[config.mk]
export PLATFORM = sky130hd
export DESIGN_NAME = multi_debouncer
export DESIGN_NICKNAME = d
export VERILOG_FILES = /design/src/rtl/debouncer_pkg.sv /design/src/rtl/debounce_channel.sv /design/src/rtl/multi_debouncer.sv
export SDC_FILE = /design/constraint.sdc
export NUM_CORES = 1
export LEC_CHECK = 0
export ABC_AREA = 0
export BUFFER_PORTS_ARGS = -buffer_cell sky130_fd_sc_hd__buf_2
export CAP_MARGIN = 10
export CORE_MARGIN = 2
export CORE_UTILIZATION = 57
export DETAILED_ROUTE_END_ITERATION = 10
export GPL_TIMING_DRIVEN = 1
export HOLD_SLACK_MARGIN = 0.03
export PLACE_DENSITY = 0.74
export SLEW_MARGIN = 20
export SYNTH_ARGS = -nofsm -noshare
export SYNTH_HDL_FRONTEND = slang
export SYNTH_SLANG_ARGS = --single-unit
export TNS_END_PERCENT = 100
[constraint.sdc]
create_clock -name clk_i -period 2.23 [get_ports clk_i]
set_input_delay 0.223 -clock clk_i [delete_from_list [all_inputs] [get_ports clk_i]]
set_output_delay 0.223 -clock clk_i [all_outputs]
set_load 0.005 [all_outputs]
[src/rtl/debouncer_pkg.sv]
// Shared types for the multi-channel debouncer: operating mode and per-channel state.
package debouncer_pkg;

  typedef enum logic {
    MODE_LOCKOUT   = 1'b0,
    MODE_INTEGRATE = 1'b1
  } mode_e;

  typedef enum logic [1:0] {
    IDLE = 2'd0,
    LOCK = 2'd1,
    QUAL = 2'd2
  } ch_state_e;

endpackage

[src/rtl/debounce_channel.sv]
// One debounce channel: lockout (pass first edge, then ignore) or integrate (pass after stable period).
module debounce_channel
  import debouncer_pkg::*;
#(
  parameter int    HOLD_CYCLES = 4194304,
  parameter mode_e MODE        = MODE_LOCKOUT
) (
  input  logic clk_i,
  input  logic rst_n_i,
  input  logic s_i,
  output logic debounce_o,
  output logic rise_o,
  output logic fall_o,
  output logic busy_o
);

  localparam int CW = $clog2(HOLD_CYCLES);
  localparam logic [CW-1:0] CNT_LAST = CW'(HOLD_CYCLES - 1);

  ch_state_e      state;
  logic [CW-1:0]  cnt;

  always_ff @(posedge clk_i or negedge rst_n_i) begin
    if (!rst_n_i) begin
      state      <= IDLE;
      cnt        <= '0;
      debounce_o <= 1'b0;
      rise_o     <= 1'b0;
      fall_o     <= 1'b0;
    end else begin
      rise_o <= 1'b0;
      fall_o <= 1'b0;
      case (state)
        IDLE: begin
          if (s_i != debounce_o) begin
            cnt <= CW'(1);
            if (MODE == MODE_LOCKOUT) begin
              debounce_o <= s_i;
              rise_o     <= s_i;
              fall_o     <= ~s_i;
              state      <= LOCK;
            end else begin
              state <= QUAL;
            end
          end
        end
        // Input is ignored for the whole lockout; re-sampled on the first IDLE edge.
        LOCK: begin
          if (cnt == CNT_LAST) begin
            state <= IDLE;
            cnt   <= '0;
          end else begin
            cnt <= cnt + CW'(1);
          end
        end
        QUAL: begin
          if (s_i == debounce_o) begin
            state <= IDLE;
            cnt   <= '0;
          end else if (cnt == CNT_LAST) begin
            debounce_o <= s_i;
            rise_o     <= s_i;
            fall_o     <= ~s_i;
            state      <= IDLE;
            cnt        <= '0;
          end else begin
            cnt <= cnt + CW'(1);
          end
        end
        default: begin
          state <= IDLE;
          cnt   <= '0;
        end
      endcase
    end
  end

  assign busy_o = (state != IDLE);

endmodule

[src/rtl/multi_debouncer.sv]
// NCH independent debounce channels. Define DEBOUNCER_SYNC_EN to add a 2-flop
// synchroniser on every bounce_i bit (2 cycles extra latency).
module multi_debouncer
  import debouncer_pkg::*;
#(
  parameter int    NCH         = 4,
  parameter int    HOLD_CYCLES = 4194304,
  parameter mode_e MODE        = MODE_LOCKOUT
) (
  input  logic           clk_i,
  input  logic           rst_n_i,
  input  logic [NCH-1:0] bounce_i,
  output logic [NCH-1:0] debounce_o,
  output logic [NCH-1:0] rise_o,
  output logic [NCH-1:0] fall_o,
  output logic [NCH-1:0] busy_o
);

  logic [NCH-1:0] s;

`ifdef DEBOUNCER_SYNC_EN
  logic [NCH-1:0] sync_q1, sync_q2;

  always_ff @(posedge clk_i or negedge rst_n_i) begin
    if (!rst_n_i) begin
      sync_q1 <= '0;
      sync_q2 <= '0;
    end else begin
      sync_q1 <= bounce_i;
      sync_q2 <= sync_q1;
    end
  end

  assign s = sync_q2;
`else
  assign s = bounce_i;
`endif

  for (genvar ch = 0; ch < NCH; ch++) begin : g_ch
    debounce_channel #(
      .HOLD_CYCLES (HOLD_CYCLES),
      .MODE        (MODE)
    ) u_ch (
      .clk_i      (clk_i),
      .rst_n_i    (rst_n_i),
      .s_i        (s[ch]),
      .debounce_o (debounce_o[ch]),
      .rise_o     (rise_o[ch]),
      .fall_o     (fall_o[ch]),
      .busy_o     (busy_o[ch])
    );
  end

endmodule

==> results.json <==
{
  "ys.flop_type": "dfrtp_1",
  "drive_above_1_share_pct": 12.8,
  "final_common_cell": "dfrtp_1",
  "r2r-start": "g_ch[3].u_ch.cnt[1]",
  "hold_viol": 0,
  "cts_tree": "done",
  "post-route-min-period_ns": 2.08,
  "worstPathMaxFanout": 9,
  "peakVddDrop_mv": 0.461,
  "synth.avg_cell_area_sq_um": 9.14,
  "io_pins": 22,
  "vias": 4879,
  "port_buffers": 21,
  "crit_path_start_kind": "register",
  "grt_pass1_vias": 4598,
  "ys_ff_latch": 108,
  "critical-path-max-stage-delay_ns": 0.48,
  "crit_path_top_delay_cell": "or4b_1",
  "ys_types": 58,
  "cp-end-kind": "register",
  "clkLatencyLatePin_ns": 0.39,
  "stdcell_count": 824,
  "clk_path_buf_depth": 2,
  "synth_edf_count": 0,
  "crit_start": "g_ch[3].u_ch.cnt[1]",
  "gp_congestion": 0.828,
  "antenna_left": 0,
  "fp.dieArea_sq_um": 11400,
  "fin_total_pwr_mw": 4.51,
  "hpwl_um": 8160,
  "fmax_mhz": 481,
  "dpl-instance-area_sq_um": 6280,
  "drt_iter0_drc": 343,
  "async_flop_share_pct": 100,
  "rsz0062_at_grt": "false",
  "dieWidth_um": 107,
  "finish.utilization_pct": 63.5,
  "post-place-ws_ns": 0.0834,
  "die_h_um": 107,
  "hp-class": "in2reg",
  "yosysWarningCount": 0,
  "grt.overflow.total": 0,
  "crit_type": "reg2reg",
  "antenna_found_initial": 0,
  "netlist_area_sq_um": 6030,
  "setup_slack_ns": 0.153,
  "core-area_sq_um": 10300,
  "max_slew.worst_pin.slew_ns": 0.593,
  "cts.clk_slew.worst_paths_ns": 0.10,
  "relSlewSlack_pct": 60.1,
  "cp.arrival_ns": 2.40,
  "power.density_nw_per_um2": 691,
  "fin_crit_sh_pct": 93.1,
  "finalHoldWorstSlack_ns": 0.127,
  "ys_top_cells_by_area": "dfrtp_1, nand2_1, o21ai_0, nor2_1, nand3_1",
  "grt_usage_pct": 21.9,
  "syn_nets": 678,
  "yosysTopAreaCellShare_pct": 44.8,
  "drv_cap": 0,
  "cts_htree_levels": 3,
  "row_count": 37,
  "r2r_cells": 7,
  "drt_wl_total_um": 11900,
  "grt_start_max_net_pins": 60,
  "yosys.area.top_type": "dfrtp_1",
  "dp.cells": 804,
  "crit_chain": "ha_1 > nand3_1 > nor4_2 > buf_4 > nand2_1 > or4b_1 > a21oi_1",
  "fin_tns_setup_ns": 0,
  "numCtsBuffers": 9,
  "areaGrowthSynthToFinish_pct": 8.17,
  "ys_seq_area_share_pct": 44.8,
  "fin_skew_ns": 0.00967,
  "drtPass1Iterations": 5,
  "crit_end": "g_ch[3].u_ch.fall_o",
  "start_util_pct": 58.7,
  "vias_per_cell": 5.92,
  "nNetsFinal": 701,
  "r2r_end": "g_ch[3].u_ch.fall_o",
  "antennaDiodeCount": 0,
  "r2r_setup_slack_ns": 0.15,
  "status": "finished clean",
  "root_buffer": "clkbuf_8",
  "p_leak_nw": 2.90,
  "setup_violations": 0,
  "cp_data_required_time_ns": 2.55,
  "wl_per_cell_um": 14.5,
  "cts.sinks": 108,
  "grt_pass1_wl_um": 20200,
  "final_cell_mix": "dfrtp_1, nand2_1, nor2_1",
  "syn_inst": 660,
  "finalMaxSlewViolations": 0,
  "drc_errors": 0,
  "min_from": "bounce_i[3]",
  "design_area_sq_um": 6520
}
-- synth_stat cells, types with 11 or more instances --
cell      instances
nand2_1          66
xnor2_1          14
clkbuf_1         14
a22o_1           11
ha_1             12
nor3_1           17
nand4_1          16
o21ai_0          45
nor2_1           51
nand3_1          36
nand2b_1         12
buf_4            17
nor4_1           12
and3_1           16
mux2i_1          14
inv_1            27
a21oi_1          35
dfrtp_1         108
a31oi_1          27
-- logic make-up (layout without fill, tap and decap cells) --
| family | Yosys count | count (layout) | share of synthesized area, % |
|---|---|---|---|
| mux | 14 | 14 | 2.32 |
| simple gates | 276 | 276 | 24.8 |
| fa+ha+maj | 12 | 12 | 2.49 |
| flops | 108 | 108 | 44.8 |
| xor+xnor | 20 | 20 | 2.90 |
| compound gates | 165 | 165 | 17.3 |
| buf+inv | 65 | 93 | 5.46 |
-- worst min path at each step --
stage                         endpoint  slack [ns]  cells after the start
3_3_place_gp       g_ch[3].u_ch.rise_o        0.18                      1
3_5_place_dp       g_ch[3].u_ch.rise_o        0.19                      1
2_1_floorplan      g_ch[0].u_ch.cnt[0]       -0.07                      0
6_report       g_ch[3].u_ch.debounce_o        0.13                      3
5_1_grt            g_ch[3].u_ch.fall_o        0.14                      3
4_1_cts        g_ch[3].u_ch.debounce_o        0.10                      3
-- critical path, delay by kind of cell (launching register included) --
kind | cells | cell delay [ns]
AO/OA/AOI/OAI | 1 | 0.17
adder cells (fa/ha/maj) | 1 | 0.21
buffers and inverters | 1 | 0.20
flip-flops | 1 | 0.42
AND/OR/NAND/NOR | 4 | 1.02
-- final cells by class --
cell class                 instances  area (sq um)
clock buffer                      10           128
clock inverter                     6          48.8
fill                             847          3750
inverter                          27           101
multi-input combinational        487          3030
sequential                       108          2700
tap                              136           170
timing repair buffer              50           340
-- power breakdown --
group	switching (mW)	leakage (nW)	internal, mW
Clock	0.694	0.0912	0.419
Combinational	0.534	1.41	0.452
Sequential	0.247	1.41	2.16
-- repair_timing --
| action | in CTS | in global routing |
|---|---|---|
| endpoints found under the setup margin | 0 | 28 |
| endpoints found under the hold margin | 28 | 0 |
| hold buffers | 1 | 0 |
| setup buffers | 0 | 3 |
| resized for setup | 0 | 6 |
-- routing by layer --
metal,share of wire (%),global-route usage [%],up-vias
met2,49,37.2,74
met1,46,28.0,2357
li1,-,-,2440
met3,3.7,5.84,8
met4,0.75,5.57,0
met5,0,0,-
-- sequential cells by signal, summed over array words and instances (netlist names) --
register              count
g_ch.u_ch.cnt            88
g_ch.u_ch.fall_o          4
g_ch.u_ch.debounce_o      4
g_ch.u_ch.rise_o          4
g_ch.u_ch.state           8
Power figures use the tool's default switching activity.
